[src/rtl/mux_scan_ctrl_pkg.sv]
// Shared types and constants for the mux scan sequencer.
// Holds the FSM encoding and the channel/select widths.
package mux_scan_ctrl_pkg;

  localparam int NUM_CH = 4;
  localparam int SEL_W  = 2;
  localparam int CNT_W  = 4;

  typedef enum logic [1:0] {
    IDLE = 2'd0,
    SCAN = 2'd1,
    DONE = 2'd2
  } state_e;

endpackage

[src/rtl/mux_scan_ctrl_if.sv]
// Control/datapath bundle of the mux scan sequencer.
// master: control + mux side; slave: the sequencer.
interface mux_scan_ctrl_if
  import mux_scan_ctrl_pkg::*;
();

  logic             start;
  logic             mode;
  logic [SEL_W-1:0] chan;
  logic             mux_f;
  logic [SEL_W-1:0] sel;
  logic             busy;
  logic [NUM_CH-1:0] word;
  logic             valid;

  modport master (
    output start, mode, chan, mux_f,
    input  sel, busy, word, valid
  );

  modport slave (
    input  start, mode, chan, mux_f,
    output sel, busy, word, valid
  );

endinterface

[src/rtl/mux_scan_ctrl_settle_cnt.sv]
// Per-channel settle counter: clear has priority over enable.
// Ports: clk, rst, clr_i, en_i in; term_o = (count == SETTLE).
module settle_cnt
  import mux_scan_ctrl_pkg::*;
#(
  parameter int unsigned SETTLE = 0
) (
  input  logic clk,
  input  logic rst,
  input  logic clr_i,
  input  logic en_i,
  output logic term_o
);

  logic [CNT_W-1:0] cnt_q, cnt_d;

  always_comb begin
    cnt_d = cnt_q;
    if (clr_i)
      cnt_d = '0;
    else if (en_i)
      cnt_d = cnt_q + 1'b1;
  end

  always_ff @(posedge clk) begin
    if (rst)
      cnt_q <= '0;
    else
      cnt_q <= cnt_d;
  end

  assign term_o = (cnt_q == CNT_W'(SETTLE));

endmodule

[src/rtl/mux_scan_ctrl.sv]
// Drives sel of a 4:1 mux and captures F into word.
// Ports: clk, rst; bus (slave): start/mode/chan/mux_f in, sel/busy/word/valid out.
module mux_scan_ctrl
  import mux_scan_ctrl_pkg::*;
#(
  parameter int unsigned       SETTLE     = 0,
  parameter logic [NUM_CH-1:0] RESET_WORD = '0
) (
  input logic            clk,
  input logic            rst,
  mux_scan_ctrl_if.slave bus
);

  state_e            state_q;
  logic [SEL_W-1:0]  sel_q;
  logic              busy_q;
  logic              valid_q;
  logic              mode_q;
  logic [NUM_CH-1:0] word_q;

  logic accept;
  logic in_scan;
  logic term;
  logic cnt_clr;

  assign in_scan = (state_q == SCAN);
  assign accept  = !in_scan && bus.start;
  // Restart the settle window on each new op and each sample.
  assign cnt_clr = accept || (in_scan && term);

  settle_cnt #(
    .SETTLE (SETTLE)
  ) u_cnt (
    .clk    (clk),
    .rst    (rst),
    .clr_i  (cnt_clr),
    .en_i   (in_scan),
    .term_o (term)
  );

  always_ff @(posedge clk) begin
    if (rst) begin
      state_q <= IDLE;
      sel_q   <= '0;
      busy_q  <= 1'b0;
      valid_q <= 1'b0;
      mode_q  <= 1'b0;
      word_q  <= RESET_WORD;
    end else begin
      valid_q <= 1'b0;
      unique case (state_q)
        SCAN: begin
          if (term) begin
            word_q[sel_q] <= bus.mux_f;
            if (!mode_q &&
                sel_q != SEL_W'(NUM_CH - 1)) begin
              sel_q <= sel_q + 1'b1;
            end else begin
              state_q <= DONE;
              busy_q  <= 1'b0;
              valid_q <= 1'b1;
            end
          end
        end
        default: begin
          if (bus.start) begin
            state_q <= SCAN;
            busy_q  <= 1'b1;
            mode_q  <= bus.mode;
            sel_q   <= bus.mode ? bus.chan : '0;
          end else begin
            state_q <= IDLE;
            sel_q   <= '0;
          end
        end
      endcase
    end
  end

  assign bus.sel   = sel_q;
  assign bus.busy  = busy_q;
  assign bus.valid = valid_q;
  assign bus.word  = word_q;

endmodule

[src/flat_wrapper.sv]
// flat-port wrapper written by rule: the top's interface ports become plain ports
module mux_scan_ctrl_flat import mux_scan_ctrl_pkg::*;
#(
  parameter int unsigned       SETTLE     = 0,
  parameter logic [NUM_CH-1:0] RESET_WORD = '0
)
  (clk, rst, bus_start, bus_mode, bus_chan, bus_mux_f, bus_sel, bus_busy, bus_word, bus_valid);
  mux_scan_ctrl_if bus_i ();
  input logic clk;
  input logic rst;
  input wire logic [$bits(bus_i.start)-1:0] bus_start;
  input wire logic [$bits(bus_i.mode)-1:0] bus_mode;
  input wire logic [$bits(bus_i.chan)-1:0] bus_chan;
  input wire logic [$bits(bus_i.mux_f)-1:0] bus_mux_f;
  output wire logic [$bits(bus_i.sel)-1:0] bus_sel;
  output wire logic [$bits(bus_i.busy)-1:0] bus_busy;
  output wire logic [$bits(bus_i.word)-1:0] bus_word;
  output wire logic [$bits(bus_i.valid)-1:0] bus_valid;
  assign bus_i.start = bus_start;
  assign bus_i.mode = bus_mode;
  assign bus_i.chan = bus_chan;
  assign bus_i.mux_f = bus_mux_f;
  assign bus_sel = bus_i.sel;
  assign bus_busy = bus_i.busy;
  assign bus_word = bus_i.word;
  assign bus_valid = bus_i.valid;
  mux_scan_ctrl #(.SETTLE(SETTLE), .RESET_WORD(RESET_WORD)) u_core (.clk(clk), .rst(rst), .bus(bus_i));
endmodule
[config.mk]
export PLATFORM = sky130hd
export DESIGN_NAME = mux_scan_ctrl_flat
export DESIGN_NICKNAME = d
export VERILOG_FILES = /design/src/rtl/mux_scan_ctrl_pkg.sv /design/src/rtl/mux_scan_ctrl_if.sv /design/src/rtl/mux_scan_ctrl_settle_cnt.sv /design/src/rtl/mux_scan_ctrl.sv /design/src/flat_wrapper.sv
export SDC_FILE = /design/constraint.sdc
export NUM_CORES = 1
export LEC_CHECK = 0
export ABC_AREA = 1
export CAP_MARGIN = 20
export CORE_MARGIN = 2
export CORE_UTILIZATION = 50
export CTS_CLUSTER_DIAMETER = 60
export DETAILED_ROUTE_END_ITERATION = 12
export HOLD_SLACK_MARGIN = 0.1
export PLACE_DENSITY = 0.76
export RECOVER_POWER = 50
export SYNTH_ARGS = -nofsm -noshare
export SYNTH_HDL_FRONTEND = slang
export SYNTH_SLANG_ARGS = --single-unit
[constraint.sdc]
create_clock -name clk -period 1.4 [get_ports clk]
set_input_delay 0.14 -clock clk [delete_from_list [all_inputs] [get_ports clk]]
set_output_delay 0.14 -clock clk [all_outputs]
set_load 0.005 [all_outputs]
## After elaboration in Yosys (flattened, before gate mapping)

Index checks and enable logic that the tools add are counted.

| cells by class | value |
|---|---|
| add/subtract/negate cells | 2 |
| $mul | 0 |
| div/mod/pow operators | 0 |
| order comparisons | 2 |
| equality and inequality tests | 5 |
| shift-type cells | 0 |
| muxes and demuxes | 17 |
| bitwise gates (word level) | 2 |
| reductions and logical operators | 16 |

Operators with widths:

| operator | number |
|---|---|
| 2-bit two-way mux | 8 |
| 2-bit != test (second input constant) | 4 |
| 2-bit AND reduction | 4 |
| 1-bit two-way mux | 7 |
| 4-bit by 1-bit adder with 4-bit output (second input constant) | 1 |
| 4-bit bitwise mux | 1 |
| 1-bit logical AND | 4 |
| 4-bit logical NOT | 1 |
| 2-bit by 3-bit less-than comparator with 1-bit output (second input constant) | 1 |
| 3-bit AND reduction | 1 |
| 3-bit OR reduction | 1 |
| 2-bit by 1-bit adder with 2-bit output (second input constant) | 1 |
| 1-bit demux with 2-bit select | 1 |
| 2-bit by 1-bit == test with 1-bit output (second input constant) | 1 |
| 2-bit by 1-bit greater-or-equal comparator with 1-bit output (second input constant) | 1 |
| 1-bit logical NOT | 2 |
| 1-bit NOT | 2 |
| 2-bit nonzero test | 1 |
| 2-bit OR reduction | 1 |
| 1-bit logical OR | 1 |

| storage, ports and cells | value |
|---|---|
| register bits after elaboration | 15 |
| latch bits | 0 |
| RAM bits | 0 |
| memory bits (read-only) | 0 |
| input bits | 7 |
| word-level logic and storage cells | 51 |
| memories | 0 |

## Depth between registers and ports, before layout

| depth | value |
|---|---|
| depth in word-level cells | 5 |
| depth in mapped cells | 8 |

## Modules after synthesis

Synthesis repeated with hierarchy kept, for this count alone.

| second synthesis, totals | value |
|---|---|
| cells, all modules | 108 |
| area, all modules | 760.7 sq um |

By module, submodules not included:

| module | times used | cells an instance | area an instance (sq um) |
|---|---|---|---|
| mux_scan_ctrl | 1 | 82 | 566.8 |
| settle_cnt | 1 | 26 | 193.9 |

## Worst setup path after synthesis

OpenSTA, ideal clock, no wires.

| timing | value |
|---|---|
| kind | reg2reg |
| start | register u_core.u_cnt.cnt_q[0] |
| end | register u_core.word_q[3], in the netlist u_core.bus.word[3] |
| arrival time | 1.044 ns |
| path slack | 0.246 ns |
| cell stages (with the launch flop) | 9 |
| buffers on the path | 1 |
| path through | dfxtp_1 > inv_1 > ha_1 > buf_4 > nand2_1 > nor2_1 > nand4_1 > nand2_1 > nor2_1 |

| on the way | value |
|---|---|
| word-level cells in the longest chain between the ends | 2 |

RTL lines:

| what | line | RTL |
|---|---|---|
| from (decl) | mux_scan_ctrl_settle_cnt.sv:15 | `logic [CNT_W-1:0] cnt_q, cnt_d;` |
| from (signal assigned) | mux_scan_ctrl_settle_cnt.sv:29 | `cnt_q <= cnt_d;` |
| 4-bit logical NOT | mux_scan_ctrl_settle_cnt.sv:32 | `assign term_o = (cnt_q == CNT_W'(SETTLE));` |
| 2-bit AND reduction (no source line) | -- |  |
| to (signal, indexed assignment) | mux_scan_ctrl.sv:54 | `word_q[sel_q] <= bus.mux_f;` |
| to (decl) | mux_scan_ctrl.sv:19 | `logic [NUM_CH-1:0] word_q;` |

Every way passes these cells.
A chain may end at the register's enable or synchronous reset.

## Worst setup path in the final report

| timing | value |
|---|---|
| start | register u_core.sel_q[0], in the netlist u_core.bus.sel[0] |
| end | output bus_sel[0] |

RTL lines:

| what | line | RTL |
|---|---|---|
| from (decl) | mux_scan_ctrl.sv:15 | `logic [SEL_W-1:0] sel_q;` |
| from (signal assigned) | mux_scan_ctrl.sv:57 | `sel_q <= sel_q + 1'b1;` |
| from (signal assigned) | mux_scan_ctrl.sv:70 | `sel_q <= bus.mode ? bus.chan : '0;` |
| to (decl) | flat_wrapper.sv:15 | `output wire logic [$bits(bus_i.sel)-1:0] bus_sel;` |

No word-level cell between the ends.

==> flow_summary_export.csv <==
group,metric,value,unit
run_status,status,"finished, final reports clean",
timing,worst_setup_skew_after_layout,0.006812,ns
worst_setup_path,data_arrival_time_at_the_worst_slack_endpoint,1.19,ns
global_routing,grt_pass1_vias,671,
worst_setup_path,path_cells,"clkdlybuf4s50_1",
power_and_ir_drop,clkPwrFrac,27.1,%
power_and_ir_drop,seq_power_share,50.7,%
clock_tree,cts_buffers,3,
worst_hold_path,timing.hold.worst.class,"in -> reg",
global_routing,global_route.peak_usage_layer,"met2",
detailed_routing,routed_wirelength,1519,um
power_and_ir_drop,worst_supply_voltage_drop_on_vdd,0.0004834,V
place,place.detailed.instances,147,
yosys,synth-edff-count,0,
layout,n_antenna_cell,0,
clock_tree,clock_tree_from_tritoncts,"yes",
yosys,postSynthCellCount,117,
detailed_routing,route.vias.total,772,
detailed_routing,ant_nets,0,
yosys,portion_of_the_post_synthesis_area_used_by_sequential_elements,35.66,%
timing,timing.final.hold_violations,0,
global_routing,grt_util_met1,22.33,%
power_and_ir_drop,power.combinational.fraction,22.3,%
floorplan,core,1541,um2
job,drv_cap,0,
timing,slew_headroom,79.45,%
timing,tightestPinTransition,0.3074,ns
worst_setup_path,worst_r2r_path_depth,7,
worst_setup_path,worst_setup_path_start_kind,"flip-flop",
layout,layout.cell_area.non_filler,1016,um2
global_routing,groute.usage.overall,18.05,%
yosys,yosys_register_bits,15,
clock_tree,post_cts.repair.setup_buffers,0,
worst_hold_path,timing.hold.worst.start,"bus_mode",
layout,area_growth_syn_to_layout,20.65,%
place,gp_congestion,0.7589,
clock_tree,cts-root-to-sink-buffers,2,
worst_setup_path,slack_of_the_worst_reg_to_reg_path,0.16,ns
place,hpwlAfterDp,1218,um
worst_setup_path,criticalPathCategory,"reg -> out",
power_and_ir_drop,power.net_switching,270.4,uW
worst_setup_path,critPathRequiredTime,1.26,ns
power_and_ir_drop,totalPowerFinal,918.3,uW
timing,setup_total_negative_slack,0,ns
floorplan,start_util,54.63,%
timing,grt_setup_unrepaired,"false",
worst_hold_path,hold_path_end,"u_core.mode_q$_SDFFE_PP0P_",
timing,pins_over_slew_limit,0,
yosys,netlist_top_cells_area,"sky130_fd_sc_hd__dfxtp_1, sky130_fd_sc_hd__nand2_1, sky130_fd_sc_hd__ha_1, sky130_fd_sc_hd__inv_1, sky130_fd_sc_hd__nand4_1",
worst_setup_path,cpMaxStageDelayCell,"sky130_fd_sc_hd__clkdlybuf4s50_1",
worst_setup_path,r2r_end,"u_core.bus.word[1]$_SDFFE_PP0P_",
detailed_routing,drc,0,
yosys,synth_fp_nets,130,
worst_setup_path,cp.buffers_inverters,1,
power_and_ir_drop,p_leak,0.4693,nW
timing,smallest_hold_slack,0.4656,ns
worst_setup_path,crit_fanout,4,
yosys,synthMostInstantiatedCell,"sky130_fd_sc_hd__nand2_1",
power_and_ir_drop,internal-power,647.9,uW
worst_setup_path,slowest_delay,0.53,ns
global_routing,overflow,0,
yosys,dominant_synthesized_flop_cell,"sky130_fd_sc_hd__dfxtp_1",
yosys,number_of_library_cell_types_mapped_by_synthesis,19,
detailed_routing,detail_route.iter0.violations,3,
detailed_routing,wl_cell,10.06,um
yosys,post_synth.cell_area_avg,7.197,um2
clock_tree,root_buffer,"sky130_fd_sc_hd__clkbuf_4",
place,dpl_cell_area,994.7,um2
clock_tree,cts-htree-levels,1,
timing,highest_achievable_clock_rate,749.1,MHz
global_routing,grtUsageMet2,29.71,%
global_routing,grt.met3_usage,3.600,%
layout,finish.net_count,149,
clock_tree,cts-hold-fix-buffers,0,
worst_hold_path,worstHoldPathCells,3,
detailed_routing,post_drt_via_cell_ratio,5.113,
detailed_routing,detailedRoute.firstPassIterationCount,4,
power_and_ir_drop,sw_frac_of_total,29.45,%
global_routing,grt_first_pass_wirelength,2642,um
yosys,synthesis.yosys.warnings,0,
floorplan,number_of_top_level_pins,15,
worst_setup_path,worst_path_dominant_cell_family,"buffers and inverters",
yosys,synth_common_cells,"sky130_fd_sc_hd__nand2_1, sky130_fd_sc_hd__inv_1, sky130_fd_sc_hd__dfxtp_1, sky130_fd_sc_hd__nor2_1, sky130_fd_sc_hd__nand4_1",
floorplan,die_area,2028,um2
floorplan,num_rows,14,
timing,timing.final.setup_violations,0,
worst_setup_path,type_of_destination_of_the_critical_path,"output port",
yosys,yosys.area.top_type,"sky130_fd_sc_hd__dfxtp_1",
yosys,synth-async-reset-ratio,0,%
timing,timing.final.crit_share,95.36,%
clock_tree,cts.sinks,15,
clock_tree,insertion_delay,0.28,ns
global_routing,grt_antenna_before_repair,0,
layout,num-fill-cells,149,
layout,stdcell_count,151,
yosys,netlist_area,842.1,um2
floorplan,die_width,45.04,um
power_and_ir_drop,power_per_cell_area,903.9,nW/um2
clock_tree,clk_pin_slew,0.10,ns
yosys,synth_top_cell_area_share,35.66,%
global_routing,maximum_number_of_pins_on_one_net_before_global_route_repair,14,
floorplan,chipHeight,45.04,um
place,port_buffers,14,
timing,finalCriticalPeriod,1.335,ns
layout,drive_above_1_share,10.37,%
worst_setup_path,reg2reg_start,"u_core.u_cnt.cnt_q[0]$_SDFFE_PP0N_",
power groups by stage:
stage               logic [mW]  clock network, mW  registers (mW)
floorplan                0.137                  0           0.475
global placement         0.206                  0           0.474
detailed placement       0.211                  0           0.476
CTS                      0.212              0.252           0.466
global route             0.234              0.269           0.470
finish                   0.204              0.249           0.465
per-layer routing:
layer  up-vias  part of all wire, %
met5         -                    0
li1        407                    -
met3         2                  5.5
met1       336                   46
met2        27                   47
met4         0                  1.4
worst max path at each step:
| stage | start | end | slack, ns | depth (start not counted) |
|---|---|---|---|---|
| after global placement | u_core.u_cnt.cnt_q[0]$_SDFFE_PP0N_ | u_core.bus.word[3]$_SDFFE_PP0P_ | 0.12 | 7 |
| after CTS | u_core.u_cnt.cnt_q[0]$_SDFFE_PP0N_ | u_core.bus.word[3]$_SDFFE_PP0P_ | 0.04 | 7 |
| final | u_core.bus.sel[0]$_SDFFE_PP0P_ | bus_sel[0] | 0.07 | 1 |
| after detailed placement | u_core.u_cnt.cnt_q[0]$_SDFFE_PP0N_ | u_core.bus.word[3]$_SDFFE_PP0P_ | 0.07 | 7 |
| after global routing | u_core.bus.sel[0]$_SDFFE_PP0P_ | bus_sel[0] | 0.006 | 1 |
| after floorplan | u_core.u_cnt.cnt_q[0]$_SDFFE_PP0N_ | u_core.bus.word[3]$_SDFFE_PP0P_ | 0.25 | 8 |
registers in the layout, summed over array words and instances, names as in the netlist:
name / flops
u_core.state_q: 2
u_core.mode_q: 1
u_core.u_cnt.cnt_q: 4
u_core.bus.word: 4
u_core.bus.busy: 1
u_core.bus.valid: 1
u_core.bus.sel: 2
worst min-delay path: cells and delay by family:
family          cells  cell delay (ns)
simple gates        1             0.08
buf+inv             1             0.44
compound gates      1             0.05
stage by stage:
step / setup slack, ns / utilization (%)
finish: 0.06501 / 65.91
global route: 0.005952 / 65.91
CTS: 0.04157 / 66.31
detailed placement: 0.07083 / 64.53
global placement: 0.1227 / 64.53
floorplan: 0.2460 / -
cells in the final DEF, fill, tap and decap left out, types with 3 or more instances in the layout:
| cell type | netlist | final |
|---|---|---|
| sky130_fd_sc_hd__dfxtp_1 | 15 | 15 |
| sky130_fd_sc_hd__clkdlybuf4s50_1 | 0 | 10 |
| sky130_fd_sc_hd__ha_1 | 6 | 5 |
| sky130_fd_sc_hd__clkbuf_4 | 0 | 3 |
| sky130_fd_sc_hd__nand2_1 | 28 | 29 |
| sky130_fd_sc_hd__nand4_1 | 8 | 8 |
| sky130_fd_sc_hd__a21oi_1 | 3 | 3 |
| sky130_fd_sc_hd__nor2_1 | 13 | 12 |
| sky130_fd_sc_hd__inv_1 | 19 | 19 |
| sky130_fd_sc_hd__dlygate4sd3_1 | 0 | 4 |
| sky130_fd_sc_hd__nand3_1 | 6 | 7 |
cells by family (layout without fill, tap and decap cells):
logic type / count (synthesis) / in the layout / synth area share [%]
xor gates and xnor gates: 2 / 2 / 2.081
adders and majority gates: 6 / 6 / 8.915
AOI/OAI and AO/OA: 7 / 7 / 4.308
DFF: 15 / 15 / 35.66
buffers and inverters: 22 / 40 / 12.04
and+or+nand+nor: 65 / 65 / 37.00
repair_timing:
action,in CTS,in global routing
endpoints found under the setup margin,0,7
endpoints found under the hold margin,0,0
gates resized for setup,0,2
layout make-up:
class,count,area [um2],area share (%)
Clock buffer,3,22.52,2.217
Clock inverter,1,5.005,0.4926
Inverter,19,71.32,7.020
Multi-Input combinational cell,80,437.9,43.10
Sequential cell,15,300.3,29.56
Tap cell,16,20.02,1.970
Timing Repair Buffer,17,158.9,15.64
Note: power is estimated with default switching activity, not from simulation.
